### config.mk
export PLATFORM = sky130hd
export DESIGN_NAME = sdram_ram_arbiter
export DESIGN_NICKNAME = d
export VERILOG_FILES = /design/src/rtl/sdram_arb_pkg.sv /design/src/rtl/sdram_arb_tag_fifo.sv /design/src/rtl/sdram_ram_arbiter.sv
export SDC_FILE = /design/constraint.sdc
export NUM_CORES = 1
export LEC_CHECK = 0
export CORE_AREA = 2 2 127 129
export CTS_CLUSTER_DIAMETER = 200
export DETAILED_ROUTE_END_ITERATION = 12
export DIE_AREA = 0 0 129 131
export GPL_TIMING_DRIVEN = 0
export PLACE_DENSITY = 0.8
export SKIP_CTS_REPAIR_TIMING = 1
export SYNTH_ARGS = -nofsm -noshare
export SYNTH_HDL_FRONTEND = slang
export SYNTH_SLANG_ARGS = --single-unit
### constraint.sdc
create_clock -name clk_i -period 5 [get_ports clk_i]
set_input_delay 1.5 -clock clk_i [delete_from_list [all_inputs] [get_ports clk_i]]
set_output_delay 1.5 -clock clk_i [all_outputs]
set_load 0.1 [all_outputs]
### src/rtl/sdram_arb_pkg.sv
// sdram_arb_pkg: shared types and helpers for the SDRAM RAM-port arbiter.
//   arb_tag_t         outstanding-request tag {issuing port, remaining beats}
//   port_idx_w()      width of a port index for a given port count
//   OUTSTANDING_DEF   default tag FIFO depth
// Tag fields are sized for the largest supported configuration
// (NUM_PORTS <= 8, LEN_W <= 16); narrower configurations zero-extend.
package sdram_arb_pkg;

    localparam int unsigned OUTSTANDING_DEF = 4;
    localparam int unsigned TAG_PORT_W      = 3;
    localparam int unsigned TAG_BEAT_W      = 17;

    typedef struct packed {
        logic [TAG_PORT_W-1:0] port;
        logic [TAG_BEAT_W-1:0] beats;
    } arb_tag_t;

    function automatic int unsigned port_idx_w(input int unsigned n);
        return (n <= 2) ? 1 : $clog2(n);
    endfunction

endpackage

### src/rtl/sdram_arb_tag_fifo.sv
// sdram_arb_tag_fifo: synchronous tag FIFO with asynchronous active-high reset.
//   clk_i, rst_i    clock, async reset
//   push_i          write push_tag_i at the tail
//   pop_i           drop the head entry
//   dec_i           decrement the head beat count in place (ignored when popping)
//   head_o          current head entry (valid when !empty_o)
//   full_o/empty_o  occupancy flags from registered count
module sdram_arb_tag_fifo
    import sdram_arb_pkg::*;
#(
    parameter int unsigned DEPTH = OUTSTANDING_DEF
) (
    input  logic     clk_i,
    input  logic     rst_i,
    input  logic     push_i,
    input  arb_tag_t push_tag_i,
    input  logic     pop_i,
    input  logic     dec_i,
    output arb_tag_t head_o,
    output logic     full_o,
    output logic     empty_o
);

    localparam int unsigned AW = $clog2(DEPTH);
    localparam int unsigned CW = AW + 1;

    arb_tag_t        mem [DEPTH];
    logic [AW-1:0]   wr_ptr;
    logic [AW-1:0]   rd_ptr;
    logic [CW-1:0]   count;

    // Push never targets the head slot: push needs !full, dec needs !empty.
    always_ff @(posedge clk_i or posedge rst_i) begin
        if (rst_i) begin
            wr_ptr <= '0;
            rd_ptr <= '0;
            count  <= '0;
            for (int unsigned i = 0; i < DEPTH; i++) mem[i] <= '0;
        end else begin
            if (push_i) begin
                mem[wr_ptr] <= push_tag_i;
                wr_ptr      <= wr_ptr + AW'(1);
            end
            if (pop_i)
                rd_ptr <= rd_ptr + AW'(1);
            else if (dec_i)
                mem[rd_ptr].beats <= mem[rd_ptr].beats - TAG_BEAT_W'(1);
            case ({push_i, pop_i})
                2'b10:   count <= count + CW'(1);
                2'b01:   count <= count - CW'(1);
                default: count <= count;
            endcase
        end
    end

    assign head_o  = mem[rd_ptr];
    assign full_o  = (count == CW'(DEPTH));
    assign empty_o = (count == '0);

endmodule

### src/rtl/sdram_ram_arbiter.sv
// sdram_ram_arbiter: round-robin arbiter sharing one sdram_axi_core RAM port
// between NUM_PORTS sdram_axi_pmem-style request ports.
//   in_*      per-port request fields (packed, port p at slice p) and
//             per-port accept/ack/error; in_read_data_o is shared
//   ram_*     downstream request mux and response inputs
//   orphan_ack_o  sticky: an ack arrived with no outstanding tag
// Optional macro SDRAM_ARB_LOCK_EN: hold the grant on one port for up to
// OUTSTANDING back-to-back accepts while it keeps requesting.
module sdram_ram_arbiter
    import sdram_arb_pkg::*;
#(
    parameter int unsigned NUM_PORTS   = 2,
    parameter int unsigned ADDR_W      = 32,
    parameter int unsigned DATA_W      = 32,
    parameter int unsigned LEN_W       = 8,
    parameter int unsigned OUTSTANDING = OUTSTANDING_DEF
) (
    input  logic                          clk_i,
    input  logic                          rst_i,
    input  logic [NUM_PORTS*DATA_W/8-1:0] in_wr_i,
    input  logic [NUM_PORTS-1:0]          in_rd_i,
    input  logic [NUM_PORTS*LEN_W-1:0]    in_len_i,
    input  logic [NUM_PORTS*ADDR_W-1:0]   in_addr_i,
    input  logic [NUM_PORTS*DATA_W-1:0]   in_write_data_i,
    output logic [NUM_PORTS-1:0]          in_accept_o,
    output logic [NUM_PORTS-1:0]          in_ack_o,
    output logic [NUM_PORTS-1:0]          in_error_o,
    output logic [DATA_W-1:0]             in_read_data_o,
    output logic [DATA_W/8-1:0]           ram_wr_o,
    output logic                          ram_rd_o,
    output logic [LEN_W-1:0]              ram_len_o,
    output logic [ADDR_W-1:0]             ram_addr_o,
    output logic [DATA_W-1:0]             ram_write_data_o,
    input  logic                          ram_accept_i,
    input  logic                          ram_ack_i,
    input  logic                          ram_error_i,
    input  logic [DATA_W-1:0]             ram_read_data_i,
    output logic                          orphan_ack_o
);

    localparam int unsigned STRB_W = DATA_W / 8;
    localparam int unsigned PW     = port_idx_w(NUM_PORTS);

    logic [NUM_PORTS-1:0] req;
    logic [PW-1:0]        rr_ptr;
    logic [PW-1:0]        grant;
    logic [PW-1:0]        next_ptr;
    logic                 any_req;
    logic                 accept;
    logic                 fifo_full;
    logic                 fifo_empty;
    logic                 ack_hit;
    logic                 pop;
    logic                 dec;
    arb_tag_t             head_tag;
    arb_tag_t             push_tag;

    // Grant = requesting port with the smallest wrapped distance from rr_ptr.
    always_comb begin
        int unsigned best_d;
        int unsigned d;
        best_d = NUM_PORTS;
        d      = 0;
        grant  = '0;
        for (int unsigned p = 0; p < NUM_PORTS; p++) begin
            req[p] = (|in_wr_i[p*STRB_W +: STRB_W]) | in_rd_i[p];
            if (req[p]) begin
                d = (p >= 32'(rr_ptr)) ? p - 32'(rr_ptr) : p + NUM_PORTS - 32'(rr_ptr);
                if (d < best_d) begin
                    best_d = d;
                    grant  = PW'(p);
                end
            end
        end
        any_req  = |req;
        next_ptr = (32'(grant) == NUM_PORTS - 1) ? '0 : grant + PW'(1);
    end

    always_comb begin
        ram_wr_o         = '0;
        ram_rd_o         = 1'b0;
        ram_len_o        = '0;
        ram_addr_o       = '0;
        ram_write_data_o = '0;
        if (any_req && !fifo_full) begin
            for (int unsigned p = 0; p < NUM_PORTS; p++) begin
                if (PW'(p) == grant) begin
                    ram_wr_o         = in_wr_i[p*STRB_W +: STRB_W];
                    ram_rd_o         = in_rd_i[p] & ~(|in_wr_i[p*STRB_W +: STRB_W]);
                    ram_len_o        = in_len_i[p*LEN_W +: LEN_W];
                    ram_addr_o       = in_addr_i[p*ADDR_W +: ADDR_W];
                    ram_write_data_o = in_write_data_i[p*DATA_W +: DATA_W];
                end
            end
        end
    end

    assign accept        = ram_accept_i & any_req & ~fifo_full;
    assign push_tag.port = TAG_PORT_W'(grant);
    assign push_tag.beats = (ram_wr_o != '0) ? TAG_BEAT_W'(1)
                                             : TAG_BEAT_W'(ram_len_o) + TAG_BEAT_W'(1);

    assign ack_hit = ram_ack_i & ~fifo_empty;
    assign pop     = ack_hit && (head_tag.beats == TAG_BEAT_W'(1));
    assign dec     = ack_hit && !pop;

    always_comb begin
        for (int unsigned p = 0; p < NUM_PORTS; p++) begin
            in_accept_o[p] = accept && (PW'(p) == grant);
            in_ack_o[p]    = ack_hit && (head_tag.port == TAG_PORT_W'(p));
            in_error_o[p]  = ack_hit && (head_tag.port == TAG_PORT_W'(p)) && ram_error_i;
        end
    end

    assign in_read_data_o = ram_read_data_i;

    sdram_arb_tag_fifo #(
        .DEPTH (OUTSTANDING)
    ) u_tag_fifo (
        .clk_i      (clk_i),
        .rst_i      (rst_i),
        .push_i     (accept),
        .push_tag_i (push_tag),
        .pop_i      (pop),
        .dec_i      (dec),
        .head_o     (head_tag),
        .full_o     (fifo_full),
        .empty_o    (fifo_empty)
    );

    always_ff @(posedge clk_i or posedge rst_i) begin
        if (rst_i)
            orphan_ack_o <= 1'b0;
        else if (ram_ack_i && fifo_empty)
            orphan_ack_o <= 1'b1;
    end

`ifdef SDRAM_ARB_LOCK_EN
    localparam int unsigned LCW = $clog2(OUTSTANDING);

    logic [LCW-1:0] lock_cnt;
    logic [LCW-1:0] lock_base;
    logic           rr_req;

    // A grant landing on a different port than rr_ptr starts a fresh lock run.
    always_comb begin
        lock_base = (grant == rr_ptr) ? lock_cnt : '0;
        rr_req    = 1'b0;
        for (int unsigned p = 0; p < NUM_PORTS; p++)
            if (PW'(p) == rr_ptr) rr_req = req[p];
    end

    always_ff @(posedge clk_i or posedge rst_i) begin
        if (rst_i) begin
            rr_ptr   <= '0;
            lock_cnt <= '0;
        end else if (accept) begin
            if (lock_base < LCW'(OUTSTANDING - 1)) begin
                rr_ptr   <= grant;
                lock_cnt <= lock_base + LCW'(1);
            end else begin
                rr_ptr   <= next_ptr;
                lock_cnt <= '0;
            end
        end else if (!rr_req) begin
            lock_cnt <= '0;
        end
    end
`else
    always_ff @(posedge clk_i or posedge rst_i) begin
        if (rst_i)
            rr_ptr <= '0;
        else if (accept)
            rr_ptr <= next_ptr;
    end
`endif

endmodule

Word level (Yosys, flattened, before mapping)

Index checks and enable logic that the tools add are counted.

Flip-flop bits (word level): 89
Logic and storage cells: 100

Muxes and demuxes: 30
$lt $le $gt $ge: 7
$add $sub $neg: 10
Bitwise operators: 14
Equality and inequality tests: 5
Reduce and logical (&&, ||, !) cells: 21

Operators by type and width:

| kind                  | number |
|---|---|
| $mux 80               | 3 |
| $mux 32               | 7 |
| $bwmux 80             | 2 |
| $demux 20 s2          | 2 |
| $mux 20               | 3 |
| $bmux 20 s2           | 1 |
| $lt 32x2->1 const B   | 1 |
| $lt 32x32->1          | 1 |
| $eq 17x1->1 const B   | 1 |
| $mux 17               | 1 |
| $sub 17x1->17 const B | 1 |
| $mux 8                | 2 |
| $logic_and 1x1->1     | 12 |
| $add 8x1->9 const B   | 1 |
| $mux 9                | 1 |
| $mux 4                | 2 |
| $reduce_or 4->1       | 2 |
| $ge 3x3->1 const B    | 2 |
| $logic_not 3->1       | 2 |
| $lt 3x1->1 const B    | 2 |
| $not 2->3             | 2 |
| $pmux 3 s2            | 1 |
| $and 1x1->1           | 5 |
| $mux 1                | 5 |
| 17 further kinds      | 25 |

Logic depth before layout (Yosys ltp)

Word-level depth: 17
Gate-level depth with buffers: 13
Depth with buffers taken out: 11

Cells and area by module

A second synthesis with hierarchy kept.

Cells, all modules: 818
Area total of the unflattened synthesis: 6787.8 um^2

By module, submodules not included:

| module             | area each (um^2) | cells an instance | times used |
|---|---|---|---|
| sdram_arb_tag_fifo | 4927.2           | 455               | 1 |
| sdram_ram_arbiter  | 1860.5           | 363               | 1 |

Worst setup path before layout

Ideal clock, no wire load.

Path type: input to output
Start point: input port in_wr_i[0]
End point: output port ram_addr_o[0]
Setup slack: -969 ps
Stages: 7
Required time: 3500 ps
Buffers on the path: 2
Data arrival time: 4469 ps
Cells stage by stage: nor4_2 > a21oi_1 > nor2_1 > clkbuf_1 > buf_1 > nand2_1 > a21oi_1

Longest elaborated chain between the ends: 8

Ends and longest elaborated chain:

| element            | RTL line                | RTL |
|---|---|---|
| start: declaration | sdram_ram_arbiter.sv:20 | `input logic [NUM_PORTS*DATA_W/8-1:0] in_wr_i,` |
| $reduce_or 4->1 *  | sdram_ram_arbiter.sv:66 | `req[p] = (\|in_wr_i[p*STRB_W +: STRB_W]) \| in_rd_i[p];` |
| $or 1x1->1 *       | sdram_ram_arbiter.sv:66 |  |
| $mux 32            | sdram_ram_arbiter.sv:67 | `if (req[p]) begin` |
| $lt 32x32->1       | sdram_ram_arbiter.sv:69 | `if (d < best_d) begin` |
| $mux 1             | sdram_ram_arbiter.sv:69 |  |
| $mux 1             | sdram_ram_arbiter.sv:67 |  |
| $mux 32            | sdram_ram_arbiter.sv:87 | `if (PW'(p) == grant) begin` |
| $mux 32 *          | sdram_ram_arbiter.sv:85 | `if (any_req && !fifo_full) begin` |
| end: declaration   | sdram_ram_arbiter.sv:32 | `output logic [ADDR_W-1:0] ram_addr_o,` |

Every way passes the cells marked *; elsewhere a longest branch is shown, timed or not.

Worst setup path after layout

Start point: input port in_wr_i[0]
End point: output port ram_addr_o[17]

The elaborated chain is that of the path after synthesis.

==> flow_summary_export.csv <==
group,metric,value,unit
yosys,syn-cell-area,6430,um^2
yosys,synthesis.instances,789,
yosys,synth_largest_type_area_fraction,34.6,%
global_route,grt_pass1_vias,7057,
hold_path,hold_path_start,"orphan_ack_o$_DFFE_PP0P_",
final_layout,utilization,70.2,%
floorplan,floorplan.core_area,15600,um^2
timing,report.final.slew_viol_count,0,
clocking,cts_root_buf,"sky130_fd_sc_hd__clkbuf_16",
detailed_routing,via_count_of_the_routed_design,7429,
run_status,run_status,"finished clean",
yosys,synth_commonest_cells,"sky130_fd_sc_hd__nand2_1 (182), sky130_fd_sc_hd__dfrtp_1 (89), sky130_fd_sc_hd__a21oi_1 (83)",
worst_setup_path,crit_path_start,"in_wr_i[0]",
global_route,global_route_wire_length_before_repair,41.9,mm
timing,final_hold_vios,0,
clocking,numCtsBuffers,9,
final_layout,nets,1285,
timing,worst_pin_slew,1.03,ns
final_layout,fillers,1244,
detailed_routing,drt-vias-per-instance,5.71,
timing,min_period,4.98,ns
floorplan,die_area,16900,um^2
final_layout,drive_above_1_share,28.5,%
clocking,worstSkewPairLatency,0.35,ns
detailed_routing,starting_drc_count_in_detailed_routing,806,
timing,clock.fmax,201,MHz
detailed_routing,wl_per_cell,22.4,um
hold_path,hold_path.class,"flip-flop to flip-flop",
yosys,post_synth_and_or_nand_nor_area_fraction,24.1,%
floorplan,die_height,131,um
yosys,ys_ff_latch,89,
timing,fin_tns_setup,0,ns
worst_setup_path,reg_to_reg_startpoint,"u_tag_fifo.rd_ptr[1]$_DFFE_PP0P_",
yosys,ys_seq_area_share,34.6,%
floorplan,chipWidth,129,um
yosys,synth_mux_area_share,10.1,%
floorplan,boundaryPins,307,
global_route,grt_max_degree,55,
worst_setup_path,critPathMaxFanout,10,
floorplan,placementRows,46,
final_layout,antenna-diode-count,0,
yosys,yosys_warnings,0,
floorplan,initial_core_util,41.2,%
yosys,synthDominantAreaCellType,"sky130_fd_sc_hd__dfrtp_1",
clocking,clock_sink_count,89,
worst_setup_path,critical_path.endpoint_type,"output pin",
timing,final-setup-viol-count,0,
global_route,grt_antenna_before_repair,0,
yosys,main_combinational_cell_family_by_area_after_synthesis,"simple AND/OR/NAND/NOR gates",
worst_setup_path,timing.critical_path.required,3.50,ns
yosys,netlist_top_cells_area,"sky130_fd_sc_hd__dfrtp_1 (35%), sky130_fd_sc_hd__nand2_1 (11%), sky130_fd_sc_hd__a21oi_1 (6.5%)",
global_route,grt_overflow_total,0,
yosys,synth_xor_area_share,3.13,%
place,count_of_input_and_output_buffers,273,
place,place.detailed.hpwl,22.8,mm
timing,whs,0.461,ns
yosys,mappedNetlistNets,993,
clocking,largest_buffer_count_on_any_clock_path,2,
timing,timing.final.crit_share,99.6,%
yosys,number_of_flops_mapped_to_enable_cells_by_yosys,0,
job,timing.max_cap.violations,0,
yosys,yosys_most_used_dff,"sky130_fd_sc_hd__dfrtp_1",
place,routabilityCongestion,1.00,
detailed_routing,drtAntennaViolNets,0,
detailed_routing,finalWirelength,29.1,mm
yosys,synthArstFlopShare,100,%
yosys,synthMostInstantiatedCell,"sky130_fd_sc_hd__nand2_1",
yosys,yosys.cell_types.count,58,
worst_setup_path,worstPathArrival,3.48,ns
global_route,globalRouteTotalUtil,33.6,%
final_layout,area_growth_syn_to_layout,70.3,%
yosys,synth-adder-area-share,2.65,%
detailed_routing,drtPass1Iterations,5,
yosys,synth_compound_gate_area_share,17.2,%
clocking,cts_tree,"built",
timing,finalClockSkew,0.00671,ns
yosys,postSynthAreaPerCell,8.15,um^2
timing,slew-limit-headroom,31.3,%
worst_setup_path,startpoint_type,"input pin",
detailed_routing,drc,0,
clocking,clock_transition_at_the_register_clock_pins_on_the_worst_setup_and_hold_paths_after_cts,0.07,ns
worst_setup_path,worst-setup-path-type,"input pin to output pin",
clocking,ctsHtreeMaxLevel,3,
-- cells by family after synthesis --
kind of cell / count (synthesis)
buf+inv: 98
mux: 42
xor+xnor: 23
flops: 89
simple gates: 329
compound gates: 195
fa+ha+maj: 13
-- layout make-up --
class	count	area (um^2)	area share [%]
Multi-Input combinational cell	602	4620	42.2
Timing Repair Buffer	281	2900	26.4
Sequential cell	89	2230	20.3
Buffer	81	568	5.19
Tap cell	216	270	2.47
Clock buffer	10	239	2.18
Clock inverter	6	67.6	0.617
Inverter	17	66.3	0.605
-- metrics by stage --
step	setup slack, ns	area, um^2	instances
finish	0.0216	11000	1302
global route	-0.0280	11000	1302
CTS	-2.17	10600	1295
detailed placement	-2.14	10300	1279
global placement	-2.14	10200	1278
floorplan	-0.236	7240	789
-- cell usage in the layout (no fill, tap or decap), types with 15 or more instances in the layout --
| cell | n |
|---|---|
| sky130_fd_sc_hd__and2_1 | 15 |
| sky130_fd_sc_hd__nand3_1 | 41 |
| sky130_fd_sc_hd__nor2_1 | 23 |
| sky130_fd_sc_hd__o21ai_0 | 31 |
| sky130_fd_sc_hd__a21oi_4 | 70 |
| sky130_fd_sc_hd__mux4_2 | 18 |
| sky130_fd_sc_hd__buf_6 | 43 |
| sky130_fd_sc_hd__o21ai_1 | 33 |
| sky130_fd_sc_hd__dfrtp_1 | 89 |
| sky130_fd_sc_hd__mux2i_1 | 23 |
| sky130_fd_sc_hd__buf_4 | 64 |
| sky130_fd_sc_hd__nand2_1 | 179 |
| sky130_fd_sc_hd__clkdlybuf4s50_1 | 180 |
| sky130_fd_sc_hd__nor3_1 | 16 |
-- worst paths after layout --
check	to	slack, ns	depth (start not counted)
max	ram_addr_o[17]	0.02	9
min	orphan_ack_o$_DFFE_PP0P_	0.46	1
max reg2reg	u_tag_fifo.count[2]$_DFFE_PP0P_	0.79	12
min reg2reg	orphan_ack_o$_DFFE_PP0P_	0.46	1
max in group asynchronous	u_tag_fifo.mem[28]$_DFF_PP0_	2.81	3
min in group asynchronous	orphan_ack_o$_DFFE_PP0P_	1.55	2
-- worst max-delay path: stages --
cell and delay, ns:
sky130_fd_sc_hd__dlymetal6s2s_1 0.20, sky130_fd_sc_hd__or4_4 0.62, sky130_fd_sc_hd__o21ai_4 0.18, sky130_fd_sc_hd__buf_6 0.17
sky130_fd_sc_hd__nand2_4 0.11, sky130_fd_sc_hd__buf_2 0.22, sky130_fd_sc_hd__nand2_1 0.15, sky130_fd_sc_hd__a21oi_4 0.07
sky130_fd_sc_hd__buf_4 0.24
-- routing by layer --
metal,vias up,GRT usage (%),share of wire [%]
met1,3564,44.1,41
li1,3317,-,-
met4,0,10.3,2.5
met3,57,13.6,11
met2,491,51.3,46
met5,-,0,0
Power is left out: the tool's default activity adds up to more than one toggle a clock period on the data nets, which glitch-free logic cannot reach.
